`src/rtl/fifo_defs_pkg.sv`:
```
// Shared definitions for the parametrised FIFO:
// count-width macro, parameter legality helper, reset constants.
`ifndef FIFO_DEFS_PKG_SV
`define FIFO_DEFS_PKG_SV

`define FIFO_CW(d) ($clog2((d) + 1))

package fifo_defs;

  localparam logic RST_FLAG  = 1'b0;
  localparam logic RST_VALID = 1'b0;

  function automatic bit params_ok(
    input int depth,
    input int af,
    input int ae
  );
    return (depth >= 2) && (af >= 0) &&
           (af <= depth) && (ae >= 0) &&
           (ae < depth);
  endfunction

endpackage

`endif

```
`src/rtl/param_fifo_ram.sv`:
```
// WIDTH x DEPTH storage: one synchronous write port,
// one registered read port, no reset.
module param_fifo_ram #(
  parameter int WIDTH = 8,
  parameter int DEPTH = 8,
  parameter int AW    = 3
) (
  input  logic             clk,
  input  logic             i_we,
  input  logic [AW-1:0]    i_waddr,
  input  logic [WIDTH-1:0] i_wdata,
  input  logic             i_re,
  input  logic [AW-1:0]    i_raddr,
  output logic [WIDTH-1:0] o_rdata
);

  logic [WIDTH-1:0] r_mem [DEPTH];
  logic [WIDTH-1:0] r_rdata;

  always_ff @(posedge clk) begin
    if (i_we)
      r_mem[i_waddr] <= i_wdata;
    if (i_re)
      r_rdata <= r_mem[i_raddr];
  end

  assign o_rdata = r_rdata;

endmodule

```
`src/rtl/param_fifo.sv`:
```
// Synchronous FIFO: pointers, occupancy, threshold flags,
// registered read with valid strobe, sticky error flags.
module param_fifo #(
  parameter int WIDTH    = 8,
  parameter int DEPTH    = 8,
  parameter int AF_LEVEL = 6,
  parameter int AE_LEVEL = 2
) (
  input  logic                         clk,
  input  logic                         rst,
  input  logic [WIDTH-1:0]             dataIn,
  input  logic                         enqueue,
  input  logic                         dequeue,
  input  logic                         clearErr,
  output logic [WIDTH-1:0]             dataOut,
  output logic                         dataValid,
  output logic                         full,
  output logic                         empty,
  output logic                         almostFull,
  output logic                         almostEmpty,
  output logic [`FIFO_CW(DEPTH)-1:0]   count,
  output logic                         overflow,
  output logic                         underflow
);

  import fifo_defs::*;

  localparam int CW = `FIFO_CW(DEPTH);
  localparam int AW = (DEPTH > 1) ? $clog2(DEPTH) : 1;

  if (!params_ok(DEPTH, AF_LEVEL, AE_LEVEL)) begin : g_bad_params
    $error("param_fifo: illegal DEPTH/AF_LEVEL/AE_LEVEL");
  end

  logic [AW-1:0]    r_wrPtr;
  logic [AW-1:0]    r_rdPtr;
  logic [CW-1:0]    r_count;
  logic             r_valid;
  logic             r_ovf;
  logic             r_unf;
  logic             r_rdSeen;
  logic             w_full;
  logic             w_empty;
  logic             w_wrOk;
  logic             w_rdOk;
  logic [WIDTH-1:0] w_rdData;

  function automatic logic [AW-1:0] nxt(
    input logic [AW-1:0] p
  );
    return (p == AW'(DEPTH - 1)) ? '0 : p + 1'b1;
  endfunction

  assign w_full  = (r_count == CW'(DEPTH));
  assign w_empty = (r_count == '0);
  assign w_wrOk  = enqueue & (~w_full | dequeue);
  assign w_rdOk  = dequeue & ~w_empty;

  param_fifo_ram #(
    .WIDTH (WIDTH),
    .DEPTH (DEPTH),
    .AW    (AW)
  ) u_ram (
    .clk     (clk),
    .i_we    (w_wrOk & ~rst),
    .i_waddr (r_wrPtr),
    .i_wdata (dataIn),
    .i_re    (w_rdOk & ~rst),
    .i_raddr (r_rdPtr),
    .o_rdata (w_rdData)
  );

  always_ff @(posedge clk) begin
    if (rst) begin
      r_wrPtr  <= '0;
      r_rdPtr  <= '0;
      r_count  <= '0;
      r_valid  <= RST_VALID;
      r_ovf    <= RST_FLAG;
      r_unf    <= RST_FLAG;
      r_rdSeen <= RST_FLAG;
    end else begin
      if (w_wrOk)
        r_wrPtr <= nxt(r_wrPtr);
      if (w_rdOk) begin
        r_rdPtr  <= nxt(r_rdPtr);
        r_rdSeen <= 1'b1;
      end
      r_count <= r_count + CW'(w_wrOk) - CW'(w_rdOk);
      r_valid <= w_rdOk;
      // a fresh error in the clearing cycle keeps the flag set
      r_ovf <= (r_ovf & ~clearErr) | (enqueue & ~w_wrOk);
      r_unf <= (r_unf & ~clearErr) | (dequeue & ~w_rdOk);
    end
  end

  // RAM read register has no reset; mask it until the first read
  assign dataOut     = r_rdSeen ? w_rdData : '0;
  assign dataValid   = r_valid;
  assign full        = w_full;
  assign empty       = w_empty;
  assign almostFull  = (r_count >= CW'(AF_LEVEL));
  assign almostEmpty = (r_count <= CW'(AE_LEVEL));
  assign count       = r_count;
  assign overflow    = r_ovf;
  assign underflow   = r_unf;

endmodule

```
`config.mk`:
```
export PLATFORM = sky130hd
export DESIGN_NAME = param_fifo
export DESIGN_NICKNAME = d
export VERILOG_FILES = /design/src/rtl/fifo_defs_pkg.sv /design/src/rtl/param_fifo_ram.sv /design/src/rtl/param_fifo.sv
export SDC_FILE = /design/constraint.sdc
export NUM_CORES = 1
export LEC_CHECK = 0
export ABC_AREA = 0
export BUFFER_PORTS_ARGS = -buffer_cell sky130_fd_sc_hd__buf_2
export CORE_ASPECT_RATIO = 0.8
export CORE_MARGIN = 2
export CORE_UTILIZATION = 40
export CTS_CLUSTER_SIZE = 25
export DETAILED_ROUTE_END_ITERATION = 10
export GPL_TIMING_DRIVEN = 0
export MAX_ROUTING_LAYER = met4
export PLACE_DENSITY = 0.6
export SLEW_MARGIN = 20
export SYNTH_ARGS = -nofsm -noshare
export SYNTH_HDL_FRONTEND = slang
export SYNTH_HIERARCHICAL = 1
export SYNTH_SLANG_ARGS = --single-unit
```
`constraint.sdc`:
```
create_clock -name clk -period 5.2 [get_ports clk]
set_input_delay 0.26 -clock clk [delete_from_list [all_inputs] [get_ports clk]]
set_output_delay 0.26 -clock clk [all_outputs]
set_load 0.1 [all_outputs]
```
# Word-level counts from Yosys, hierarchy flattened
# Memories as Yosys holds them, arrays and structs flattened. A register that Yosys moved wholly into a read port is not among the register bits.
# Cells that the tools add are included.
[totals] elab_cells=40 regBits=14 n_memories=1 mem_bits_rw=64 output_inout_bits=19 input_bits=13
[classes] mux=5 n_lt_le_gt_ge=2 n_reduce_logical=1 n_bitwise=17 n_eq_ne=3 n_addsub=4
[memory_table] memory="u_ram.r_mem" depth=8 word_bits=8 rd=1 rd_ports_with_merged_regs=1 write_ports=1 line="param_fifo_ram.sv:17" source="logic [WIDTH-1:0] r_mem [DEPTH];"
[ops] operator="$and 1x1->1" n=8
[ops] operator="$mux 8" n=1
[ops] operator="$add 3x1->3 const B" n=2
[ops] operator="$eq 3x3->1 const B" n=2
[ops] operator="$mux 3" n=2
[ops] operator="$not 1->1" n=6
[ops] operator="$add 4x1->4" n=1
[ops] operator="$eq 4x4->1 const B" n=1
[ops] operator="$ge 4x3->1 const B" n=1
[ops] operator="$le 4x2->1 const B" n=1
[ops] operator="$logic_not 4->1" n=1
[ops] operator="$sub 4x1->4" n=1
[ops] operator="$or 1x1->1" n=3
[ops] operator="$mux 1" n=2

# Logic depth before layout (Yosys ltp)
# Gate-level depths: netlist of the first run.
[logic_depth] ltp_word=7 mapped_depth=11 depth_no_buf=11

# Hierarchy
# Netlist of the first run, hierarchy kept.
[by_module_without_submodules] module="param_fifo_ram" cells_per_inst=114 area_each_um2=2771.4 instances=1
[by_module_without_submodules] module="param_fifo" cells_per_inst=92 area_each_um2=852.1 instances=1

# Worst setup path before layout of the first run
# No wires, ideal clock.
[synth_timing] path_kind="flip-flop to flip-flop" startpoint="register r_count[3], in the netlist count[3]" endpoint="register r_count[1], in the netlist count[1]" period_less_slack_ps=3952 slack_ps=1248 path_stages_with_launch=10 setup_ps=125 t_arrival_ps=3827 required_ps=5075 path_buffers=1 cell_sequence="dfxtp_1 > ha_1 > nor3b_2 > a21bo_1 > buf_2 > ha_1 > inv_1 > ha_1 > fa_1 > nor2b_1"
[synth_via] elab_chain_len=6 elab_cells_between_ends=9
[synth_rtl] element="start: declaration" line="param_fifo.sv:37" source="logic [CW-1:0] r_count;"
[synth_rtl] element="start signal: assignment" line="param_fifo.sv:89" source="r_count <= r_count + CW'(w_wrOk) - CW'(w_rdOk);"
[synth_rtl] element="$eq 4x4->1" line="param_fifo.sv:54" source="assign w_full = (r_count == CW'(DEPTH));"
[synth_rtl] element="via full" line="param_fifo.sv:17" source="output logic full,"
[synth_rtl] element="$not 1->1" line="param_fifo.sv:56" source="assign w_wrOk = enqueue & (~w_full | dequeue);"
[synth_rtl] element="$or 1x1->1" line="param_fifo.sv:56"
[synth_rtl] element="$and 1x1->1" line="param_fifo.sv:56"
[synth_rtl] element="$add 4x1->4" line="param_fifo.sv:89"
[synth_rtl] element="$sub 4x1->4" line="param_fifo.sv:89"
# The timed path passes the listed nets, and every way through them passes these cells.
# A chain may end at the register's enable or synchronous reset.

# Worst setup path in the final report of the first run
[layout_timing] startpoint="register r_count[2], in the netlist count[2]" endpoint="memory u_ram.r_mem[6][6], enable pin"
[layout_via] elab_chain_len=7
[layout_rtl] element="$eq 4x4->1" line="param_fifo.sv:54"
[layout_rtl] element="$not 1->1" line="param_fifo.sv:56"
[layout_rtl] element="$or 1x1->1" line="param_fifo.sv:56"
[layout_rtl] element="$and 1x1->1" line="param_fifo.sv:56"
[layout_rtl] element="$and 1x1->1" line="param_fifo.sv:65" source=".i_we (w_wrOk & ~rst),"
[layout_rtl] element="$mux 1" line="param_fifo_ram.sv:21" source="if (i_we)"
[layout_rtl] element="$mux 1 (implied by the code)" line="param_fifo_ram.sv:22" source="r_mem[i_waddr] <= i_wdata;"
[layout_rtl] element="end: declaration" line="param_fifo_ram.sv:17"
# Every way passes these cells.

==> flow_summary_export.csv, run 1 <==
group,metric,value,unit
critical_path,cp_common_cell,"nor2_1",
critical_path,end_kind,"flip-flop",
route,vias,1821,
power_and_ir_drop,power_frac_comb,0.311,
hold_path,min_to,"u_ram/r_mem[1][5]$_DFFE_PP_",
logic_synthesis,synth_flop_cell,"edfxtp_1",
clock_network,htreeDepth,3,
placement,portBuffers,31,
clock_network,postCtsSetupRepairBufs,0,
logic_synthesis,ys_ff_latch,86,
power_and_ir_drop,leakagePower,1.55,nW
layout,finalInstanceArea,4250,sq um
power_and_ir_drop,clkPwrFrac,0.304,
floorplanning,start_util,0.406,
floorplanning,die_w,110,um
logic_synthesis,yosysSeqAreaShare,0.674,
logic_synthesis,syn_area,3620,sq um
critical_path,crit_chain,"inv_1, ha_1, nor3b_2, a21bo_1, buf_2, nor2_1, nand2_1, nor2_1",
logic_synthesis,async_reset_ff_frac,0,
timing,fmax,382,MHz
logic_synthesis,synth_area_leaders,"edfxtp_1, mux4_1, dfxtp_1",
clock_network,cts_tree,"done",
layout,nets,275,
timing,fin_ws,2580,ps
layout,drive_gt1_frac,0.270,
logic_synthesis,yosys_warnings,6,
power_and_ir_drop,p_sw,767,uW
logic_synthesis,yosys.area.top_type,"edfxtp_1",
grt,grt_first_pass_wirelength,9.34,mm
power_and_ir_drop,max-vdd-ir-drop,0.313,mV
critical_path,cpPeakStageDelay,750,ps
logic_synthesis,mappedNetlistNets,233,
critical_path,reg2reg_to,"u_ram/r_mem[6][6]$_DFFE_PP_",
placement,placed_cell_area,3930,sq um
critical_path,cp.required,5150,ps
critical_path,crit_buf_inv,2,
power_and_ir_drop,sw_frac_of_total,0.352,
critical_path,worstSetupStartpointType,"flip-flop",
critical_path,regToRegSetupSlack,2580,ps
critical_path,worst_path_max_delay_cell,"nor2_1",
timing,worst_pin_slew,974,ps
critical_path,path_class,"flip-flop to flip-flop",
hold_path,hold_path_startpoint,"dataIn[5]",
timing,finalSetupViolCount,0,
placement,dp.final_hpwl,3.91,mm
timing,slew_viol_final,0,
layout,synthToLayoutAreaGrowth,17.2,%
timing,relSlewSlack,0.345,
logic_synthesis,syn_area_per_cell,17.6,sq um
critical_path,arrival,2570,ps
floorplanning,core,8920,sq um
critical_path,reg2reg_from,"count[2]$_SDFF_PP0_",
timing,rsz0062_at_grt,"false",
clock_network,cts_max_path_buffers,2,
logic_synthesis,netlist.area_leader.share,0.597,
clock_network,root_buffer,"clkbuf_16",
logic_synthesis,synthCells,206,
floorplanning,fp.dieArea,9840,sq um
timing,fin_crit,2620,ps
timing,fin_crit_sh,0.504,
timing,fin_hold_ws,199,ps
clock_network,clock-sinks,86,
clock_network,clk_pin_slew,60,ps
power_and_ir_drop,seq_power_share,0.385,
critical_path,path_delay_family,"simple AND/OR/NAND/NOR gates",
grt,grt_usage,0.137,
clock_network,cts_buffers,9,
placement,gp_congestion,0.707,
clock_network,worst_skew_pair.late_latency,330,ps
critical_path,critPathMaxFanout,8,
floorplanning,io_pins,32,
route,drt_wl_total,5.95,mm
power_and_ir_drop,p_total,2.18,mW
grt,grt_pass1_vias,1690,
logic_synthesis,synth_edf_count,72,
floorplanning,rows,31,
route,wl_per_cell,16.2,um
layout,antennaDiodeCount,0,
hold_path,hold_path_depth,1,
logic_synthesis,synth_most_common_cell,"edfxtp_1",
timing,hold_violations,0,
job,max_cap_violations,0,
route,drc,0,
logic_synthesis,ys_top_cells_by_count,"edfxtp_1, mux4_1, dfxtp_1, ha_1, nor2_1",
grt,antenna_found_initial,0,
route,ant_nets,0,
grt,grt_overflow,0,
grt,grt_max_degree,15,
route,viasPerCell,4.96,
logic_synthesis,yosysUniqueCellTypes,36,
critical_path,worst_r2r_path_depth,8,
timing,setup_tns,0,ps
timing,finClkSkew,4.99,ps
route,drt_pass1_iterations,4,
hold_path,hold_class,"primary input to flip-flop",
status,status,"complete, no violations",
floorplanning,die_y,89.1,um
route,drt_iter0_drc,91,
clock_network,hold_buffers,0,
clock_network,cts-resized-gates,0,
power_and_ir_drop,powerDensity,514,nW/um^2
power_and_ir_drop,p_int,1.41,mW
placement,pre_cts_ws,2580,ps
routing by layer:
metal | up-vias | track usage | share of wire
met2 | 37 | 0.190 | 0.45
met4 | 0 | 0.0477 | 0.0042
met1 | 893 | 0.185 | 0.50
li1 | 889 | - | -
met3 | 2 | 0.0536 | 0.048
met5 | - | - | 0
worst max-delay path by stage:
stage                                    from                          end  slack (ps)  depth (start not counted)
after floorplan           count[3]$_SDFF_PP0_          count[1]$_SDFF_PP0_        1250                          9
after global placement    count[2]$_SDFF_PP0_  u_ram/r_mem[0][5]$_DFFE_PP_        2320                          8
after detailed placement  count[2]$_SDFF_PP0_  u_ram/r_mem[2][4]$_DFFE_PP_        2580                          8
after CTS                 count[2]$_SDFF_PP0_  u_ram/r_mem[2][2]$_DFFE_PP_        2560                          8
after global routing      count[2]$_SDFF_PP0_  u_ram/r_mem[6][1]$_DFFE_PP_        2390                          8
final                     count[2]$_SDFF_PP0_  u_ram/r_mem[6][6]$_DFFE_PP_        2580                          8
power by group through the flow:
stage | registers, mW | clock network, mW | logic, mW
final | 0.840 | 0.662 | 0.679
after detailed placement | 0.855 | 0 | 0.684
after global routing | 0.847 | 0.711 | 0.726
after global placement | 0.852 | 0 | 0.679
after CTS | 0.841 | 0.680 | 0.686
after floorplan | 0.954 | 0 | 0.467
flip-flops by register name, summed over array words and instances (netlist names):
name and count:
overflow 1, u_ram/r_mem 64, count 4, u_ram/o_rdata 8, r_rdSeen 1, underflow 1
r_rdPtr 3, dataValid 1, r_wrPtr 3
final cells by class:
cell class | instances | area (sq um)
plain buffers | 8 | 56.3
clock buffers | 9 | 225
clock inverters | 6 | 87.6
fillers | 775 | 4680
inverters | 9 | 36.3
multi-input cells | 103 | 1100
flip-flops and latches | 86 | 2440
well taps | 115 | 144
repair buffers | 31 | 155
kinds of logic after synthesis:
family | count (synthesis) | share of synthesized area
XOR/XNOR | 1 | 0.00242
multiplexers | 28 | 0.152
adder cells (fa/ha/maj) | 14 | 0.0504
flip-flops | 86 | 0.674
AND/OR/NAND/NOR | 46 | 0.0708
buffers and inverters | 17 | 0.0256
AO/OA/AOI/OAI | 14 | 0.0252
cells in the final DEF, fill, tap and decap left out, types with 2 or more instances in the layout:
cell / instances
nor3_1: 3
clkinv_2: 2
nor3_2: 2
ha_1: 13
dfxtp_1: 14
clkbuf_1: 3
a21oi_1: 6
nor2_1: 13
and2_1: 8
clkbuf_16: 9
nand2_1: 3
buf_2: 33
inv_1: 8
o21ai_0: 3
mux2_2: 9
nand2b_1: 7
mux2i_1: 2
nand3_1: 2
mux4_1: 15
edfxtp_1: 72
bufinv_16: 2
nor2b_1: 3
clkinv_4: 2
metrics by stage:
step / cells / util
floorplan: 206 / -
global placement: 352 / 0.440
detailed placement: 352 / 0.441
CTS: 367 / 0.476
global route: 367 / 0.476
finish: 367 / 0.476
(Power assumes the default switching activity.)
==> run 2: changes to the inputs <==
--- a/config.mk
+++ b/config.mk
@@ -5,7 +5,7 @@
 export SDC_FILE = /design/constraint.sdc
 export NUM_CORES = 1
 export LEC_CHECK = 0
-export ABC_AREA = 0
+export ABC_AREA = 1
 export BUFFER_PORTS_ARGS = -buffer_cell sky130_fd_sc_hd__buf_2
 export CORE_ASPECT_RATIO = 0.8
 export CORE_MARGIN = 2
==> constraint.sdc (replaced) <==
create_clock -name clk -period 2.75 [get_ports clk]
set_input_delay 0.1375 -clock clk [delete_from_list [all_inputs] [get_ports clk]]
set_output_delay 0.1375 -clock clk [all_outputs]
set_load 0.1 [all_outputs]
==> flow_summary_export.csv, run 2 <==
group,metric,value,unit
grt,grtUsageMet2,0.246,
layout,post-route-util,0.478,
clock_network,clock-sinks,86,
grt,grt_overflow,0,
clock_network,cts_buffers,9,
layout,layout_common_cells,"nand2_1, inv_1, edfxtp_1",
clock_network,cts-resized-gates,0,
route,drc,0,
layout,nets,491,
clock_network,hold_buffers,0,
clock_network,postCtsSetupRepairBufs,0,
timing,fin_crit_sh,0.826,
floorplanning,die_w,116,um
route,viasPerCell,4.42,
critical_path,cp.required,2700,ps
placement,pre_cts_ws,473,ps
floorplanning,fp.dieArea,10900,sq um
clock_network,root_buffer,"clkbuf_16",
critical_path,worst_r2r_path_depth,7,
logic_synthesis,yosys.area_share.xor_xnor,0.00217,
critical_path,reg2reg_to,"u_ram/r_mem[4][4]$_DFFE_PP_",
logic_synthesis,syn_area_per_cell,9.52,sq um
power_and_ir_drop,powerDensity,982,nW/um^2
logic_synthesis,ys_top_cells_by_count,"nand2_1, inv_1, edfxtp_1, nand3_1, nor2_1",
timing,relSlewSlack,0.338,
timing,fin_ws,480,ps
critical_path,worstSetupStartpointType,"flip-flop",
logic_synthesis,async_reset_ff_frac,0,
grt,grt_max_degree,18,
critical_path,end_kind,"flip-flop",
clock_network,worst_skew_pair.late_latency,330,ps
layout,synthToLayoutAreaGrowth,15.4,%
logic_synthesis,synth_area_leaders,"edfxtp_1, nand2_1, inv_1",
route,drt_iter0_drc,143,
logic_synthesis,synthCells,423,
hold_path,hold_class,"primary input to flip-flop",
logic_synthesis,synth_top_family_by_area,"simple AND/OR/NAND/NOR gates",
placement,portBuffers,30,
hold_path,hold_path_startpoint,"rst",
logic_synthesis,yosys.area.top_type,"edfxtp_1",
floorplanning,rows,32,
timing,fmax,440,MHz
logic_synthesis,yosys_warnings,6,
critical_path,reg2reg_from,"count[2]$_SDFF_PP0_",
logic_synthesis,synth_flop_cell,"edfxtp_1",
logic_synthesis,synth_mux_area_frac,0,
clock_network,cts_max_path_buffers,2,
route,drt_wl_total,7.82,mm
critical_path,regToRegSetupSlack,480,ps
status,status,"complete, no violations",
logic_synthesis,yosysUniqueCellTypes,25,
grt,grt_first_pass_wirelength,12.5,mm
logic_synthesis,syn_area,4030,sq um
timing,worst_pin_slew,990,ps
route,drt_pass1_iterations,4,
grt,grt_usage,0.163,
route,ant_nets,0,
layout,largest_reg_flops,64,
timing,finClkSkew,8.71,ps
grt,use_met1,0.216,
floorplanning,io_pins,32,
power_and_ir_drop,leakagePower,2.22,nW
timing,rsz0062_at_grt,"false",
critical_path,path_class,"flip-flop to flip-flop",
hold_path,hold_path_depth,2,
logic_synthesis,mappedNetlistNets,450,
critical_path,critPathMaxFanout,8,
job,max_cap_violations,0,
critical_path,arrival,2220,ps
route,vias,2675,
timing,fin_crit,2270,ps
clock_network,clk_pin_slew,60,ps
floorplanning,die_y,93.8,um
floorplanning,start_util,0.414,
timing,hold_violations,0,
logic_synthesis,ys_ff_latch,86,
hold_path,min_to,"count[2]$_SDFF_PP0_",
placement,dp.final_hpwl,5.23,mm
logic_synthesis,synth_compound_area_frac,0.0124,
power_and_ir_drop,p_total,4.56,mW
grt,gr-usage-met3,0.0348,
layout,final_common_cell,"nand2_1",
timing,fin_hold_ws,54.0,ps
placement,gp_congestion,0.812,
layout,antennaDiodeCount,0,
route,wl_per_cell,12.9,um
clock_network,cts_tree,"done",
clock_network,htreeDepth,3,
layout,drive_gt1_frac,0.154,
layout,top_register,"u_ram/r_mem",
power_and_ir_drop,max-vdd-ir-drop,0.610,mV
logic_synthesis,synth_most_common_cell,"nand2_1",
grt,busiest_layer,"met2",
timing,finalSetupViolCount,0,
logic_synthesis,synth_edf_count,72,
floorplanning,core,9730,sq um
timing,slew_viol_final,0,
grt,grt_pass1_vias,2496,
logic_synthesis,yosysSeqAreaShare,0.606,
logic_synthesis,netlist.area_leader.share,0.537,
grt,antenna_found_initial,0,
logic_synthesis,synth-simple-area-share,0.213,
logic_synthesis,synthAdderAreaFrac,0.0454,
run 2: critical path: stages (launching register included):
cell     delay [ps]
dfxtp_2         350
inv_1            90
ha_1            230
nand3_2         120
nand2_4          80
nor2_1          120
nand2_1         120
nor2_1          780
run 2: cell families (layout without fill, tap and decap cells):
| family | count (synthesis) | after routing |
|---|---|---|
| compound gates | 10 | 10 |
| flops | 86 | 86 |
| simple gates | 203 | 203 |
| buf+inv | 109 | 155 |
| xor+xnor | 1 | 1 |
| fa+ha+maj | 14 | 14 |
run 2: worst max path at each step:
stage | start | end | slack, ps | cells after the start
2_1_floorplan | count[1]$_SDFF_PP0_ | almostFull | -140 | 3
3_3_place_gp | count[2]$_SDFF_PP0_ | u_ram/r_mem[4][5]$_DFFE_PP_ | 480 | 7
3_5_place_dp | count[2]$_SDFF_PP0_ | u_ram/r_mem[4][5]$_DFFE_PP_ | 470 | 7
4_1_cts | count[2]$_SDFF_PP0_ | u_ram/r_mem[4][4]$_DFFE_PP_ | 460 | 7
5_1_grt | count[2]$_SDFF_PP0_ | u_ram/r_mem[0][4]$_DFFE_PP_ | 300 | 7
6_report | count[2]$_SDFF_PP0_ | u_ram/r_mem[4][4]$_DFFE_PP_ | 480 | 7
run 2: cell type report:
type / instances / area, sq um
Multi-Input combinational cell: 228 / 1110
Timing Repair Buffer: 30 / 150
Tap cell: 136 / 170
Sequential cell: 86 / 2440
Fill cell: 929 / 5080
Clock inverter: 7 / 62.6
Clock buffer: 9 / 225
Inverter: 96 / 365
Buffer: 13 / 119
run 2: report_power, final:
part | internal (mW) | leakage, nW | switching [mW]
combinational | 0.430 | 1.31 | 1.35
clock | 0.636 | 0.145 | 0.521
sequential | 1.55 | 0.768 | 0.0815
run 2: routing by layer:
layer / routed length (um) / share of wire
met5: 0 / 0
met4: 139 / 0.018
met3: 526 / 0.067
met2: 3490 / 0.45
met1: 3660 / 0.47
run 2: through the flow:
stage / area [sq um] / cells / TNS, ps
floorplan: 4040 / 423 / -141
global placement: 4360 / 589 / 0
detailed placement: 4360 / 589 / 0
CTS: 4650 / 605 / 0
global route: 4650 / 605 / 0
finish: 4650 / 605 / 0
==> run 3: changes to the inputs <==
--- a/config.mk
+++ b/config.mk
@@ -5,7 +5,7 @@
 export SDC_FILE = /design/constraint.sdc
 export NUM_CORES = 1
 export LEC_CHECK = 0
-export ABC_AREA = 1
+export ABC_AREA = 0
 export BUFFER_PORTS_ARGS = -buffer_cell sky130_fd_sc_hd__buf_2
 export CORE_ASPECT_RATIO = 0.8
 export CORE_MARGIN = 2
@@ -14,7 +14,7 @@
 export DETAILED_ROUTE_END_ITERATION = 10
 export GPL_TIMING_DRIVEN = 0
 export MAX_ROUTING_LAYER = met4
-export PLACE_DENSITY = 0.6
+export PLACE_DENSITY = 0.62
 export SLEW_MARGIN = 20
 export SYNTH_ARGS = -nofsm -noshare
 export SYNTH_HDL_FRONTEND = slang
==> constraint.sdc (replaced) <==
create_clock -name clk -period 1.9 [get_ports clk]
set_input_delay 0.095 -clock clk [delete_from_list [all_inputs] [get_ports clk]]
set_output_delay 0.095 -clock clk [all_outputs]
set_load 0.1 [all_outputs]
==> flow_summary_export.csv, run 3 (synthesized netlist as in run 1, its figures left out) <==
group,metric,value,unit
status,status,"finished, violations left",
status,violations,"setup timing",
clock_network,worst_skew_pair.late_latency,330,ps
timing,fin_crit_sh,1.17,
clock_network,cts_buffers,9,
layout,synthToLayoutAreaGrowth,31.1,%
timing,fin_crit,2220,ps
placement,dp.final_hpwl,4.07,mm
critical_path,path_class,"flip-flop to flip-flop",
timing,hold_violations,0,
floorplanning,start_util,0.406,
layout,nets,295,
placement,dp.cells,352,
timing,finalSetupViolCount,10,
placement,portBuffers,31,
critical_path,end_kind,"flip-flop",
route,viasPerCell,4.97,
clock_network,cts_max_path_buffers,2,
critical_path,critPathMaxFanout,2,
floorplanning,die_w,110,um
critical_path,worstSetupStartpointType,"flip-flop",
floorplanning,rows,31,
floorplanning,core,8920,sq um
clock_network,clk_pin_slew,70,ps
critical_path,cp.required,2170,ps
clock_network,cts_tree,"done",
route,drt_wl_total,6.62,mm
timing,fin_hold_ws,24.8,ps
timing,relSlewSlack,0.546,
grt,grt_overflow,0,
timing,rsz0062_at_grt,"true",
hold_path,hold_class,"primary input to flip-flop",
clock_network,htreeDepth,3,
grt,grt_first_pass_wirelength,9.98,mm
layout,final_common_cell,"edfxtp_1",
layout,layout_common_cells,"edfxtp_1, buf_2, mux4_1",
route,wl_per_cell,17.1,um
critical_path,arrival,2490,ps
layout,top_register,"u_ram/r_mem",
grt,antenna_found_initial,0,
route,drt_pass1_iterations,4,
grt,grt_max_degree,17,
clock_network,root_buffer,"clkbuf_16",
power_and_ir_drop,max-vdd-ir-drop,0.809,mV
grt,grt_usage,0.144,
power_and_ir_drop,powerDensity,1370,nW/um^2
route,vias,1928,
timing,slew_viol_final,0,
floorplanning,io_pins,32,
placement,gp_congestion,0.717,
layout,fin_cells,388,
timing,worst_pin_slew,681,ps
layout,largest_reg_flops,64,
route,ant_nets,0,
timing,finClkSkew,6.46,ps
timing,fin_ws,-317,ps
route,drc,0,
layout,antennaDiodeCount,0,
clock_network,clock-sinks,86,
layout,drive_gt1_frac,0.443,
job,max_cap_violations,0,
grt,grt_pass1_vias,1855,
floorplanning,fp.dieArea,9840,sq um
timing,fmax,451,MHz
power_and_ir_drop,leakagePower,1.70,nW
route,drt_iter0_drc,174,
floorplanning,die_y,89.1,um
==> run 3: changes by cell type in the layout (fill, tap and decap cells not counted), sizes merged, moves of 10 or more <==
| cell | change |
|---|---|
| buf | +14 |
| nand2 | -129 |
| nand3 | -36 |
| mux2 | +10 |
| mux4 | +16 |
| inv | -90 |
| nor2 | -18 |
==> run 3: final cells by class <==
type                            instances  area, sq um
Clock inverter                          7         80.1
Multi-Input combinational cell        103         1300
Sequential cell                        86         2450
Tap cell                              115          144
Inverter                                9         48.8
Fill cell                             685         4170
Clock buffer                            9          225
Timing Repair Buffer                   52          450
Buffer                                  7         52.6
==> run 3: final timing paths <==
path / start / endpoint / slack, ps / depth (start not counted)
worst max-delay path: count[3]$_SDFF_PP0_ / count[1]$_SDFF_PP0_ / -320 / 10
worst max register to register: count[3]$_SDFF_PP0_ / count[1]$_SDFF_PP0_ / -320 / 10
worst min register to register: overflow$_SDFF_PP0_ / overflow$_SDFF_PP0_ / 490 / 2
worst min-delay path: dataIn[7] / u_ram/r_mem[3][7]$_DFFE_PP_ / 20 / 1
==> run 3: what timing repair did <==
item,in CTS,in global routing
gates resized for setup,20,15
hold buffers,0,0
endpoints found under the setup margin,77,72
pin swaps,11,10
setup buffers,17,5
hold endpoints to repair,0,0
==> run 3: through the flow <==
stage                      util  worst slack [ps]  setup TNS, ps  total power [mW]  area (sq um)
after floorplan               -             -1020         -42930              3.99          3770
after global placement    0.456              -558         -17020              4.29          4070
after detailed placement  0.456              -570         -18190              4.33          4070
after CTS                 0.524              -332          -6790              6.36          4680
after global routing      0.533              -383          -2250              6.75          4750
final                     0.533              -317           -907              6.49          4750
==> run 3: layer usage <==
metal	GRT usage	share of wire	vias up
met1	0.177	0.47	955
li1	-	-	934
met2	0.231	0.48	30
met3	0.0325	0.027	9
met5	-	0	-
met4	0.0705	0.019	0
==> run 3: critical path, stage by stage, from the launching register on <==
cell	delay, ps
dfxtp_4	360
inv_4	70
ha_4	130
or3b_4	400
clkinv_4	70
nor2_4	30
ha_4	270
inv_2	30
ha_4	160
fa_2	520
nor2b_4	120
==> run 3: power by group <==
group	internal (mW)	total, mW	switching [mW]
clock	1.04	1.76	0.729
sequential	2.21	2.32	0.113
combinational	0.882	2.41	1.53
total	4.13	6.49	2.37
